--- src/rtl/register_file_if.sv ---
// register_file_if: write/read/clear request bundle and read/status response bundle for register_file
interface register_file_if #(
    parameter int DATA_WIDTH = 8,
    parameter int ADDR_WIDTH = 2
);
    logic                  input_Write_Enable;
    logic [ADDR_WIDTH-1:0] input_Write_Register;
    logic [DATA_WIDTH-1:0] input_Write_Data;
    logic                  input_Read_Enable;
    logic [ADDR_WIDTH-1:0] input_Read_Register1;
    logic [ADDR_WIDTH-1:0] input_Read_Register2;
    logic                  input_Clear;
    logic [DATA_WIDTH-1:0] output_Read_Data1;
    logic [DATA_WIDTH-1:0] output_Read_Data2;
    logic                  output_Read_Valid;
    logic [DATA_WIDTH-1:0] output_Output;
    logic                  output_Busy;

    modport master (
        output input_Write_Enable, input_Write_Register, input_Write_Data,
        output input_Read_Enable, input_Read_Register1, input_Read_Register2,
        output input_Clear,
        input  output_Read_Data1, output_Read_Data2, output_Read_Valid,
        input  output_Output, output_Busy
    );

    modport slave (
        input  input_Write_Enable, input_Write_Register, input_Write_Data,
        input  input_Read_Enable, input_Read_Register1, input_Read_Register2,
        input  input_Clear,
        output output_Read_Data1, output_Read_Data2, output_Read_Valid,
        output output_Output, output_Busy
    );
endinterface

--- src/rtl/register_file.sv ---
// register_file: dual-read single-write register file with registered reads and a one-register-per-cycle clear sweep.
// Define REGFILE_BYPASS_EN to forward same-cycle write data to a read port addressing the written register.
module register_file #(
    parameter int DATA_WIDTH = 8,
    parameter int ADDR_WIDTH = 2
) (
    input logic           input_Clock,
    input logic           input_Reset,
    register_file_if.slave bus
);
    localparam int DEPTH = 2 ** ADDR_WIDTH;
    localparam logic [ADDR_WIDTH-1:0] LAST = ADDR_WIDTH'(DEPTH - 1);
    localparam logic [0:0] IDLE  = 1'b0;
    localparam logic [0:0] CLEAR = 1'b1;

    logic [0:0]            state_q, state_d;
    logic [ADDR_WIDTH-1:0] cnt_q, cnt_d;
    logic [DATA_WIDTH-1:0] regs_q [DEPTH];
    logic [DATA_WIDTH-1:0] regs_d [DEPTH];
    logic [DATA_WIDTH-1:0] rd1_q, rd1_d, rd2_q, rd2_d, out_q, out_d;
    logic                  valid_q, valid_d;
    logic                  idle, wr_ok;
    logic [DATA_WIDTH-1:0] rdata1, rdata2;

    assign idle  = state_q == IDLE;
    // Clear wins over a simultaneous write, so a dropped write must not be forwarded either.
    assign wr_ok = idle && bus.input_Write_Enable && !bus.input_Clear;

`ifdef REGFILE_BYPASS_EN
    assign rdata1 = (wr_ok && bus.input_Write_Register == bus.input_Read_Register1) ? bus.input_Write_Data : regs_q[bus.input_Read_Register1];
    assign rdata2 = (wr_ok && bus.input_Write_Register == bus.input_Read_Register2) ? bus.input_Write_Data : regs_q[bus.input_Read_Register2];
`else
    assign rdata1 = regs_q[bus.input_Read_Register1];
    assign rdata2 = regs_q[bus.input_Read_Register2];
`endif

    // Next-state: IDLE serves reads, writes and clear requests; CLEAR zeroes one register per cycle and ignores requests.
    always_comb begin
        state_d = state_q;
        cnt_d   = cnt_q;
        regs_d  = regs_q;
        rd1_d   = rd1_q;
        rd2_d   = rd2_q;
        out_d   = out_q;
        valid_d = 1'b0;
        if (idle) begin
            if (bus.input_Clear) begin
                state_d = CLEAR;
                cnt_d   = '0;
                out_d   = '0;
            end else if (bus.input_Write_Enable) begin
                regs_d[bus.input_Write_Register] = bus.input_Write_Data;
                out_d = bus.input_Write_Data;
            end
            if (bus.input_Read_Enable) begin
                rd1_d   = rdata1;
                rd2_d   = rdata2;
                valid_d = 1'b1;
            end
        end else begin
            regs_d[cnt_q] = '0;
            state_d = (cnt_q == LAST) ? IDLE : CLEAR;
            cnt_d   = (cnt_q == LAST) ? cnt_q : cnt_q + 1'b1;
        end
    end

    // State registers with asynchronous reset that also aborts any sweep in progress.
    always_ff @(posedge input_Clock or posedge input_Reset) begin
        if (input_Reset) begin
            state_q <= IDLE;
            cnt_q   <= '0;
            for (int i = 0; i < DEPTH; i++) regs_q[i] <= '0;
            rd1_q   <= '0;
            rd2_q   <= '0;
            out_q   <= '0;
            valid_q <= 1'b0;
        end else begin
            state_q <= state_d;
            cnt_q   <= cnt_d;
            regs_q  <= regs_d;
            rd1_q   <= rd1_d;
            rd2_q   <= rd2_d;
            out_q   <= out_d;
            valid_q <= valid_d;
        end
    end

    assign bus.output_Read_Data1 = rd1_q;
    assign bus.output_Read_Data2 = rd2_q;
    assign bus.output_Read_Valid = valid_q;
    assign bus.output_Output     = out_q;
    assign bus.output_Busy       = state_q == CLEAR;
endmodule

--- src/flat_wrapper.sv ---
// flat-port wrapper written by rule: the top's interface ports become plain ports
module register_file_flat 
#(
    parameter int DATA_WIDTH = 8,
    parameter int ADDR_WIDTH = 2
)
  (input_Clock, input_Reset, bus_input_Write_Enable, bus_input_Write_Register, bus_input_Write_Data, bus_input_Read_Enable, bus_input_Read_Register1, bus_input_Read_Register2, bus_input_Clear, bus_output_Read_Data1, bus_output_Read_Data2, bus_output_Read_Valid, bus_output_Output, bus_output_Busy);
  register_file_if #(.DATA_WIDTH(DATA_WIDTH), .ADDR_WIDTH(ADDR_WIDTH)) bus_i ();
  input logic input_Clock;
  input logic input_Reset;
  input wire logic [$bits(bus_i.input_Write_Enable)-1:0] bus_input_Write_Enable;
  input wire logic [$bits(bus_i.input_Write_Register)-1:0] bus_input_Write_Register;
  input wire logic [$bits(bus_i.input_Write_Data)-1:0] bus_input_Write_Data;
  input wire logic [$bits(bus_i.input_Read_Enable)-1:0] bus_input_Read_Enable;
  input wire logic [$bits(bus_i.input_Read_Register1)-1:0] bus_input_Read_Register1;
  input wire logic [$bits(bus_i.input_Read_Register2)-1:0] bus_input_Read_Register2;
  input wire logic [$bits(bus_i.input_Clear)-1:0] bus_input_Clear;
  output wire logic [$bits(bus_i.output_Read_Data1)-1:0] bus_output_Read_Data1;
  output wire logic [$bits(bus_i.output_Read_Data2)-1:0] bus_output_Read_Data2;
  output wire logic [$bits(bus_i.output_Read_Valid)-1:0] bus_output_Read_Valid;
  output wire logic [$bits(bus_i.output_Output)-1:0] bus_output_Output;
  output wire logic [$bits(bus_i.output_Busy)-1:0] bus_output_Busy;
  assign bus_i.input_Write_Enable = bus_input_Write_Enable;
  assign bus_i.input_Write_Register = bus_input_Write_Register;
  assign bus_i.input_Write_Data = bus_input_Write_Data;
  assign bus_i.input_Read_Enable = bus_input_Read_Enable;
  assign bus_i.input_Read_Register1 = bus_input_Read_Register1;
  assign bus_i.input_Read_Register2 = bus_input_Read_Register2;
  assign bus_i.input_Clear = bus_input_Clear;
  assign bus_output_Read_Data1 = bus_i.output_Read_Data1;
  assign bus_output_Read_Data2 = bus_i.output_Read_Data2;
  assign bus_output_Read_Valid = bus_i.output_Read_Valid;
  assign bus_output_Output = bus_i.output_Output;
  assign bus_output_Busy = bus_i.output_Busy;
  register_file #(.DATA_WIDTH(DATA_WIDTH), .ADDR_WIDTH(ADDR_WIDTH)) u_core (.input_Clock(input_Clock), .input_Reset(input_Reset), .bus(bus_i));
endmodule
--- config.mk ---
export PLATFORM = sky130hd
export DESIGN_NAME = register_file_flat
export DESIGN_NICKNAME = d
export VERILOG_FILES = /design/src/rtl/register_file_if.sv /design/src/rtl/register_file.sv /design/src/flat_wrapper.sv
export SDC_FILE = /design/constraint.sdc
export NUM_CORES = 1
export LEC_CHECK = 0
export ABC_AREA = 1
export BUFFER_PORTS_ARGS = -buffer_cell sky130_fd_sc_hd__clkbuf_2
export CELL_PAD_IN_SITES_DETAIL_PLACEMENT = 1
export CELL_PAD_IN_SITES_GLOBAL_PLACEMENT = 2
export CORE_UTILIZATION = 35
export DETAILED_ROUTE_END_ITERATION = 16
export PLACE_DENSITY = 0.93
export SYNTH_ARGS = -nofsm -noshare
export SYNTH_HDL_FRONTEND = slang
export SYNTH_SLANG_ARGS = --single-unit
--- constraint.sdc ---
create_clock -name input_Clock -period 2.7 [get_ports input_Clock]
set_input_delay 0.135 -clock input_Clock [delete_from_list [all_inputs] [get_ports input_Clock]]
set_output_delay 0.135 -clock input_Clock [all_outputs]
set_load 0.02 [all_outputs]
### After elaboration in Yosys (flattened, before gate mapping)

Cells that the tools add are included.

| storage, ports and cells | value |
|---|---|
| input bits | 19 |
| flip-flop bits (word level) | 60 |
| ROM bits | 0 |
| logic and storage cells | 60 |
| bits in writable memories | 0 |
| output and inout port bits | 26 |
| memories kept | 0 |
| bits in latches | 0 |

| operators by class | value |
|---|---|
| div/mod/pow operators | 0 |
| $add $sub $neg | 1 |
| reductions and logical operators | 9 |
| eq/ne operators | 3 |
| shifts and indexed selects | 0 |
| bitwise logic cells | 7 |
| magnitude comparators | 6 |
| mux-type cells | 24 |
| multiply operators | 0 |

Operators by type and width:

| cell | number |
|---|---|
| 2-to-1 mux 32 bit | 3 |
| 2-to-1 mux 8 bit | 8 |
| AND 32 bit | 1 |
| binary-select mux 8 bit (select 2 bit) | 2 |
| bitwise mux 32 bit | 1 |
| demux 8 bit (select 2 bit) | 2 |
| NOT 32 bit | 1 |
| greater-or-equal comparator 3 bit (second input constant) | 4 |
| NOT 2 -> 3 bit | 4 |
| AND reduction 2 bit | 4 |
| < comparator 3 x 1 -> 1 bit (second input constant) | 2 |
| 2-to-1 mux 2 bit | 3 |
| nonzero test 2 bit | 3 |
| 2-to-1 mux 1 bit | 5 |
| adder 2 x 1 -> 2 bit (second input constant) | 1 |
| == test 2 bit (second input constant) | 1 |
| logical AND 1 bit | 2 |
| != test 2 x 1 -> 1 bit (second input constant) | 1 |
| != test 2 bit (second input constant) | 1 |
| NOT 1 bit | 1 |

### Depth between registers and ports, before layout

Gate-level depths: netlist (run 1).

| logic depth | value |
|---|---|
| depth after elaboration | 9 |
| mapped depth | 8 |

### Least setup slack after synthesis (run 1)

No wires, ideal clock.

| timing path | value |
|---|---|
| path kind | input to register |
| start | in u_core.bus.output_Busy |
| end | reg u_core.regs_q[24] (netlist name) |
| data arrival time | 1.067 ns |
| path slack | 1.516 ns |
| required time | 2.584 ns |
| stages | 8 |
| library setup time | 0.116 ns |
| cells stage by stage | dfrtp_1 > inv_2 > buf_6 > buf_4 > nand3_1 > nand2_1 > nand2_1 > nand2_1 |

| on the way | value |
|---|---|
| cells in the longest elaborated chain, start to end | 2 |
| elaborated cells between the ends (all ways) | 4 |
| classes of those cells | 1 x eq/ne; 1 x mux; 2 x reduce/logical |

RTL lines:

| what | line | text |
|---|---|---|
| from (decl) | register_file_if.sv:32 | `output output_Output, output_Busy` |
| != test 2 x 1 -> 1 bit (no line) / nonzero test 2 bit (equally long branches) | -- |  |
| AND reduction 2 bit (no line) | -- |  |
| to (signal assigned) | register_file.sv:80 | `regs_q <= regs_d;` |
| to (decl) | register_file.sv:18 | `logic [DATA_WIDTH-1:0] regs_q [DEPTH];` |

Parallel ways exist; a longest one is shown, timed or not.
A chain may end at the register's enable or synchronous reset.

### Final worst setup path (run 1)

| timing path | value |
|---|---|
| start | in u_core.bus.output_Busy |
| end | reg u_core.regs_q[1] (netlist name) |

The elaborated chain is that of the path after synthesis.

==> impl_metrics.toml, run 1 <==
[outcome]
run_status = "completed"

[timing]
worstMarginPinSlew_ns = 0.5076
max_slew_margin_vs_limit = 0.6612
final_max_slew_viol_count = 0
achievable-frequency_mhz = 629.6
timing_hold_violations_final = 0
worst_clock_skew_ns = 0.008375
post_route_worst_hold_slack_ns = 0.1238
finalSetupViolCount = 0
period_minus_slack_ns = 1.588
finalCritPeriodShare = 0.5883
setup-tns-final_ns = 0
rsz_0062_raised_after_global_routing = "no"

[grt]
global_route.usage.total = 0.2253
grt_antenna_before_repair = 0
grt_start_max_net_pins = 29
grt_pass1_vias = 3298
global_route.overflow_total = 0
grt_pass1_wl_um = 17350

[pwr]
total_switching_power_mw = 1.661
vdd.ir_drop.worst_mv = 0.4699
share_seq_of_total_power = 0.387
internal_power_mw = 2.000
clkPwrFrac = 0.188
power.density_nw_per_um2 = 939.0
combPwrFrac = 0.426
switching_share = 0.4537
totalPowerFinal_mw = 3.661
static-leakage-power_nw = 2.276

[yosys]
yosys_cell_types = 20
synthDominantAreaCellType = "dfrtp_1"
seq_total_area_yosys = 0.4386
synth_top_cells_by_area = "dfrtp_1 (44%), nand2_1 (24%), nand3_1 (14%)"
synthDominantCellAreaShare = 0.4386
number_of_nets_produced_by_synthesis = 507
synth_seq_cells = 60
synth.yosys.warnings = 0
synthesized_area_per_cell_um2 = 7.088
netlist_instances = 483
cell_area_after_technology_mapping_um2 = 3423

[route]
routed-via-count = 3210
drt-vias-per-instance = 4.893
avgRoutedWirePerCell_um = 15.58
route.antenna.remaining_nets = 0
drt-initial-drc-count = 161
dr.pass1.iters = 4
detail_route.wirelength_um = 10220
route.detailed.drc = 0

[setup_path]
worst_ep_required_time_ns = 2.97
crit_path_cell_trace = "inv_2, buf_4, nand2_4, inv_2, nand2_1, nand2_1"
critical-path-slowest-cell = "dfrtp_1"
end_kind = "register"
crit_start = "u_core.bus.output_Busy"
timing.rr.start = "u_core.bus.output_Busy"
delay_contributed_by_the_slowest_stage_of_the_critical_path_ns = 0.39
worst_setup_path_start_kind = "register"
crit-reg2reg-capture = "u_core.regs_q[1]"
cp.arrival_ns = 1.86
timing.reg2reg.setup_slack_ns = 1.11
setup.worst_path.class = "register to register"
critical_path_peak_fanout = 27
reg2reg_depth = 6

[clocking]
cts_setup_buffers = 0
source_to_sink_clock_delay_at_the_later_pin_of_the_worst_skew_pair_ns = 0.34
cts_buffers = 9
max-clock-path-buffers = 2
clock-sinks = 60
cell_at_the_root_of_the_clock_tree = "clkbuf_8"
clk_transition_reported_paths_ns = 0.07
clock_tree_from_tritoncts = "yes"
clock_tree.htree_level_count = 3

[floorplan]
die_width_um = 100.9
chipHeight_um = 100.9
rows = 35
initial_core_util = 0.3653
io_pins = 45
standard_cell_core_area_um2 = 9371
design.die.area_um2 = 10180

[run]
max_cap_violations = 0

[placed_design]
gp_congestion = 0.8241
place.port_buffers = 44
hpwl_um = 7592

[min_path]
holdPathStages = 3
worst_min_delay_path_class = "input pin to register"
min_from = "bus_input_Write_Data[3]"
worstHoldEndpoint = "u_core.bus.output_Output[3]"

[final_layout]
antenna-diode-count = 0
layout_commonest_cell = "nand2_1"
nNetsFinal = 548
layout-drive-gt1-share = 0.1518
final_cell_mix = "nand2_1 (220), nand3_1 (98), dfrtp_1 (60)"
layout_area_growth_over_synthesis_pct = 13.89
-- critical path: cells and delay by family (launching register included) --
family,cells,cell delay (ns)
DFF,1,0.39
buffers and inverters,3,0.87
and+or+nand+nor,3,0.26
-- layout make-up --
class	instances	area (um2)
tap	129	161.4
timing repair buffer	49	260.3
clock inverter	3	15.01
multi-input combinational	354	1629
inverter	50	190.2
sequential	60	1501
fill	1235	5473
clock buffer	11	141.4
-- metrics by stage --
| stage | util | cells | cell area, um2 | setup WS [ns] |
|---|---|---|---|---|
| finish | 0.4160 | 656 | 3899 | 1.112 |
| global route | 0.4160 | 656 | 3899 | 0.9521 |
| CTS | 0.4160 | 656 | 3899 | 1.098 |
| detailed placement | 0.3983 | 641 | 3732 | 1.111 |
| global placement | 0.3983 | 641 | 3732 | 1.174 |
| floorplan | - | 483 | 3423 | 1.080 |
-- state kept, by name, summed over array words and instances (netlist names) --
name and flops:
u_core.regs_q 32, u_core.bus.output_Busy 1, u_core.bus.output_Read_Data2 8, u_core.bus.output_Read_Data1 8
u_core.bus.output_Output 8, u_core.cnt_q 2, u_core.bus.output_Read_Valid 1
-- routing by layer --
layer,vias up,routed length [um],track usage,share of wire
li1,1608,-,-,-
met1,1543,4738,0.2931,0.46
met2,42,5005,0.3815,0.49
met3,17,217,0.02982,0.021
met4,0,260,0.08473,0.025
met5,-,0,0,0
-- synth_stat cells --
cell / count
o21ai_0: 2
nor2_2: 1
o21ai_2: 1
nand3_4: 2
inv_4: 1
dfrtp_1: 60
buf_4: 3
nand2_2: 4
nor2_4: 2
buf_2: 10
nand4_1: 16
nand2_4: 2
inv_2: 4
nand3_1: 98
ha_1: 5
clkbuf_1: 5
nand2_1: 220
inv_1: 45
nor2_8: 1
buf_6: 1
-- what timing repair did --
item / in CTS / in global routing
hold buffers: 1 / 0
endpoints found under the hold margin: 15 / 0
gates resized for setup: 0 / 0
-- worst max-delay path by stage --
stage,slack (ns),end,cells past startpoint
3_5_place_dp,1.11,u_core.bus.output_Read_Data1[3],5
3_3_place_gp,1.17,u_core.regs_q[7],6
2_1_floorplan,1.08,u_core.bus.output_Busy,1
5_1_grt,0.95,u_core.bus.output_Read_Data1[5],5
6_report,1.11,u_core.regs_q[1],6
4_1_cts,1.10,u_core.bus.output_Read_Data1[5],5
-- cell families after synthesis --
group,Yosys count,synth area share
buffers and inverters,69,0.08553
AOI/OAI and AO/OA,3,0.005483
and+or+nand+nor,346,0.4521
adders and majority gates,5,0.01827
DFF,60,0.4386
-- power by group through the flow --
stage | combinational [mW] | clock, mW | sequential, mW
after floorplan | 0.962 | 0 | 1.55
after global placement | 1.53 | 0 | 1.41
after detailed placement | 1.57 | 0 | 1.43
after CTS | 1.58 | 0.710 | 1.41
after global routing | 1.78 | 0.752 | 1.46
final | 1.56 | 0.686 | 1.42
Note: power is estimated with default switching activity, not from simulation.
==> run 2: changes to the inputs <==
--- a/config.mk
+++ b/config.mk
@@ -9,9 +9,9 @@
 export BUFFER_PORTS_ARGS = -buffer_cell sky130_fd_sc_hd__clkbuf_2
 export CELL_PAD_IN_SITES_DETAIL_PLACEMENT = 1
 export CELL_PAD_IN_SITES_GLOBAL_PLACEMENT = 2
-export CORE_UTILIZATION = 35
+export CORE_UTILIZATION = 29
 export DETAILED_ROUTE_END_ITERATION = 16
-export PLACE_DENSITY = 0.93
+export PLACE_DENSITY = 0.83
 export SYNTH_ARGS = -nofsm -noshare
 export SYNTH_HDL_FRONTEND = slang
 export SYNTH_SLANG_ARGS = --single-unit
==> constraint.sdc (replaced) <==
create_clock -name input_Clock -period 1.3 [get_ports input_Clock]
set_input_delay 0.065 -clock input_Clock [delete_from_list [all_inputs] [get_ports input_Clock]]
set_output_delay 0.065 -clock input_Clock [all_outputs]
set_load 0.02 [all_outputs]
==> impl_metrics.toml, run 2 (synthesis gave the netlist of run 1 again) <==
[final_layout]
stdcell_count = 681
final_util = 0.3686
antenna-diode-count = 0
nNetsFinal = 558
layout-drive-gt1-share = 0.1822
final_cell_mix = "nand2_1 (217), nand3_1 (98), dfrtp_1 (60)"
layout_commonest_cell = "nand2_1"
top_register = "u_core.regs_q"
layout_area_growth_over_synthesis_pct = 23.46
largest_register_ffs = 32

[timing]
achievable-frequency_mhz = 822.0
max_slew_margin_vs_limit = 0.6653
timing_hold_violations_final = 0
finalCritPeriodShare = 0.9358
period_minus_slack_ns = 1.217
worst_clock_skew_ns = 0.004389
worstMarginPinSlew_ns = 0.5010
finalSetupViolCount = 0
final_max_slew_viol_count = 0

[route]
route.detailed.drc = 0
avgRoutedWirePerCell_um = 16.24
drt-vias-per-instance = 4.891
route.antenna.remaining_nets = 0
dr.pass1.iters = 4
drt-initial-drc-count = 188
routed-via-count = 3331
detail_route.wirelength_um = 11060

[clocking]
clk_transition_reported_paths_ns = 0.05
source_to_sink_clock_delay_at_the_later_pin_of_the_worst_skew_pair_ns = 0.34
max-clock-path-buffers = 2
cts_buffers = 9
clock-sinks = 60
clock_tree_from_tritoncts = "yes"
cell_at_the_root_of_the_clock_tree = "clkbuf_16"
clock_tree.htree_level_count = 3

[setup_path]
critical-path-slowest-cell = "dfrtp_1"
reg2reg_depth = 6
critical_path_peak_fanout = 24
worstSetupEndpoint = "u_core.regs_q[5]"
crit-reg2reg-capture = "u_core.regs_q[5]"
worst_ep_required_time_ns = 1.58
crit_start = "u_core.bus.output_Busy"
delay_contributed_by_the_slowest_stage_of_the_critical_path_ns = 0.39
worst_setup_path_start_kind = "register"
end_kind = "register"
timing.rr.start = "u_core.bus.output_Busy"
crit_path_cell_trace = "inv_2, buf_12, nand2_4, inv_2, nand2_1, nand2_1"
cp.arrival_ns = 1.50
setup.worst_path.class = "register to register"
timing.reg2reg.setup_slack_ns = 0.08

[floorplan]
die_width_um = 110.7
standard_cell_core_area_um2 = 11470
initial_core_util = 0.2985
design.die.area_um2 = 12240
io_pins = 45
chipHeight_um = 110.7
rows = 39

[outcome]
run_status = "completed"

[placed_design]
hpwl_um = 8066
place.port_buffers = 44
gp_congestion = 0.7991
post-place-cells = 665

[run]
max_cap_violations = 0

[pwr]
power.density_nw_per_um2 = 2121
totalPowerFinal_mw = 8.966
vdd.ir_drop.worst_mv = 0.8128
static-leakage-power_nw = 2.420

[grt]
global_route.usage.total = 0.1945
grt_pass1_wl_um = 18440
grt_antenna_before_repair = 0
grt_start_max_net_pins = 25
global_route.overflow_total = 0
grt_pass1_vias = 3418

[min_path]
worst_min_delay_path_class = "input pin to register"
==> run 2: changes by cell type in the layout (fill, tap and decap cells not counted), sizes merged <==
cell / change
buf: +10
clkinvlp: +1
bufinv: +1
inv: -1
==> run 2: what timing repair did <==
item / in CTS / in global routing
gates cloned: 0 / 0
endpoints found under the setup margin: 5 / 41
setup buffers: 0 / 0
gates resized for setup: 2 / 9
hold buffers: 1 / 0
hold endpoints to repair: 17 / 0
==> run 2: through the flow <==
step	setup slack, ns	TNS [ns]	area [um2]	hold slack, ns
after detailed placement	0.01752	0	3891	0.1145
after global placement	0.07922	0	3891	0.09132
after global routing	-0.001920	-0.001920	4227	0.07029
final	0.08346	0	4227	0.06017
after CTS	0.02885	0	4205	0.05000
after floorplan	0.1164	0	3427	0.1709
==> run 2: how the worst min path moves through the flow <==
| stage | start | endpoint | slack (ns) | depth (start not counted) |
|---|---|---|---|---|
| 2_1_floorplan | input_Reset | u_core.bus.output_Busy | 0.17 | 1 |
| 3_3_place_gp | input_Reset | u_core.bus.output_Read_Valid | 0.09 | 2 |
| 3_5_place_dp | input_Reset | u_core.bus.output_Read_Data1[0] | 0.11 | 2 |
| 4_1_cts | bus_input_Write_Data[7] | u_core.bus.output_Output[7] | 0.05 | 3 |
| 5_1_grt | bus_input_Write_Data[7] | u_core.bus.output_Output[7] | 0.07 | 3 |
| 6_report | bus_input_Write_Data[7] | u_core.bus.output_Output[7] | 0.06 | 3 |
==> run 2: area by class of cell <==
| type | instances | area (um2) |
|---|---|---|
| Multi-Input combinational cell | 354 | 1647 |
| Clock buffer | 11 | 252.7 |
| Tap cell | 143 | 178.9 |
| Inverter | 50 | 196.4 |
| Sequential cell | 60 | 1501 |
| Fill cell | 1429 | 7241 |
| Timing Repair Buffer | 59 | 401.6 |
| Clock inverter | 4 | 48.80 |
==> run 2: metal layers <==
layer	global-route usage	wire [um]	part of all wire
met5	0	0	0
met3	0.03554	389	0.035
met2	0.3052	5218	0.47
met4	0.08267	278	0.025
met1	0.2624	5172	0.47
==> run 2: worst max-delay path, delay by kind of cell, from the launching register on <==
kind,cells,cell delay (ns)
buffers and inverters,3,0.50
flip-flops,1,0.39
AND/OR/NAND/NOR,3,0.25
==> run 2: power by group <==
part           internal [mW]  switching, mW
clock                   1.57          0.873
combinational           1.12           2.40
sequential              2.51          0.487
==> run 3: changes to the inputs <==
==> constraint.sdc (replaced) <==
create_clock -name input_Clock -period 1.3 [get_ports input_Clock]
set_input_delay 0.065 -clock input_Clock [delete_from_list [all_inputs] [get_ports input_Clock]]
set_output_delay 0.065 -clock input_Clock [all_outputs]
set_load 0.005 [all_outputs]
==> impl_metrics.toml, run 3 (synthesis gave the netlist of run 1 again) <==
[route]
drt-vias-per-instance = 4.883
avgRoutedWirePerCell_um = 16.14
route.detailed.drc = 0
route.antenna.remaining_nets = 0
dr.pass1.iters = 4
routed-via-count = 3325
detail_route.wirelength_um = 10990
drt-initial-drc-count = 163

[floorplan]
design.die.area_um2 = 12240
initial_core_util = 0.2985
rows = 39
die_width_um = 110.7
chipHeight_um = 110.7
io_pins = 45
standard_cell_core_area_um2 = 11470

[setup_path]
critical-path-top-delay-family = "buffers and inverters"
cp.buffers_inverters = 2
critical-path-slowest-cell = "dfrtp_1"
setup.worst_path.class = "register to output pin"
worst_ep_required_time_ns = 1.24
cp.arrival_ns = 1.13
delay_contributed_by_the_slowest_stage_of_the_critical_path_ns = 0.35
worst_setup_path_start_kind = "register"
critical_path_peak_fanout = 21
crit_path_cell_trace = "buf_4, clkbuf_2"
end_kind = "output pin"

[timing]
rsz_0062_raised_after_global_routing = "no"
achievable-frequency_mhz = 833.3
worst_clock_skew_ns = 0.004434
final_max_slew_viol_count = 0
max_slew_margin_vs_limit = 0.6656
worstMarginPinSlew_ns = 0.5005
setup-tns-final_ns = 0
timing_hold_violations_final = 0
period_minus_slack_ns = 1.200
finalSetupViolCount = 0
finalCritPeriodShare = 0.9231

[pwr]
power.density_nw_per_um2 = 2042
totalPowerFinal_mw = 8.623
vdd.ir_drop.worst_mv = 0.7521
static-leakage-power_nw = 2.419

[min_path]
worst_min_delay_path_class = "input pin to register"

[final_layout]
final_cell_mix = "nand2_1 (217), nand3_1 (98), dfrtp_1 (60)"
top_register = "u_core.regs_q"
layout-drive-gt1-share = 0.1822
antenna-diode-count = 0
layout_commonest_cell = "nand2_1"
layout_area_growth_over_synthesis_pct = 23.36
nNetsFinal = 558
largest_register_ffs = 32

[outcome]
run_status = "completed"

[clocking]
cell_at_the_root_of_the_clock_tree = "clkbuf_16"
cts_setup_buffers = 0
max-clock-path-buffers = 2
source_to_sink_clock_delay_at_the_later_pin_of_the_worst_skew_pair_ns = 0.34
cts_buffers = 9
clock-sinks = 60
clock_tree_from_tritoncts = "yes"
clock_tree.htree_level_count = 3
clk_transition_reported_paths_ns = 0.05

[grt]
global_route.usage.total = 0.1945
grt_pass1_vias = 3418
grt_start_max_net_pins = 25
grt_pass1_wl_um = 18440
global_route.overflow_total = 0
grt_antenna_before_repair = 0

[placed_design]
gp_congestion = 0.7991
hpwl_um = 8066
place.port_buffers = 44

[run]
max_cap_violations = 0
==> run 3: cell count changes in the layout (fill, tap and decap cells not counted) <==
| cell | delta |
|---|---|
| buf_4 | +1 |
| buf_6 | -1 |
==> run 3: report_power, final <==
part           switching, mW  total [mW]  leakage (nW)  internal [mW]
Clock                  0.872        2.44         0.151           1.57
Combinational           2.07        3.18          1.47           1.11
Sequential             0.486        3.00         0.802           2.51
Total                   3.43        8.62          2.42           5.19
==> run 3: area by class of cell <==
class / instances / area, um2
clock buffers: 11 / 252.7
well taps: 143 / 178.9
clock inverters: 4 / 48.80
inverters: 50 / 196.4
flip-flops and latches: 60 / 1501
multi-input cells: 354 / 1647
fillers: 1431 / 7244
repair buffers: 59 / 397.9
==> run 3: repair_timing <==
item	4_1_cts	5_1_grt
gates resized for setup	2	8
hold buffers	1	0
endpoints found under the setup margin	5	41
endpoints found under the hold margin	17	0
==> run 3: through the flow <==
| step | setup WS, ns | std cells | hold slack [ns] | utilization | area [um2] |
|---|---|---|---|---|---|
| floorplan | 0.2067 | 483 | 0.1709 | - | 3427 |
| global placement | 0.07922 | 665 | 0.09132 | 0.3393 | 3891 |
| detailed placement | 0.01752 | 665 | 0.1145 | 0.3393 | 3891 |
| CTS | 0.02885 | 681 | 0.05000 | 0.3667 | 4205 |
| global route | 0.008923 | 681 | 0.07029 | 0.3682 | 4223 |
| finish | 0.1000 | 681 | 0.06049 | 0.3682 | 4223 |
==> run 3: layer usage <==
| layer | vias to the layer above | track usage | wire length, um |
|---|---|---|---|
| met4 | 0 | 0.08267 | 281 |
| met3 | 19 | 0.03554 | 410 |
| met1 | 1609 | 0.2624 | 5129 |
| li1 | 1632 | - | - |
| met2 | 65 | 0.3052 | 5172 |
| met5 | - | 0 | 0 |
==> run 3: final timing paths <==
path                                                 start                               to  slack, ns  cells after the start
setup reg to reg                    u_core.bus.output_Busy                 u_core.regs_q[5]       0.11                      6
min in group asynchronous                      input_Reset  u_core.bus.output_Read_Data1[0]       0.30                      3
setup / recovery                    u_core.bus.output_Busy                  bus_output_Busy       0.10                      2
hold reg to reg            u_core.bus.output_Read_Data1[6]  u_core.bus.output_Read_Data1[6]       0.47                      2
hold / removal                     bus_input_Write_Data[7]      u_core.bus.output_Output[7]       0.06                      3
max in group asynchronous                      input_Reset                 u_core.regs_q[2]       0.52                      4
==> run 3: worst reg2reg max path: cells and delay by family (launching register included) <==
family | cells | cell delay (ns)
buffers and inverters | 3 | 0.49
flip-flops | 1 | 0.38
AND/OR/NAND/NOR | 3 | 0.26
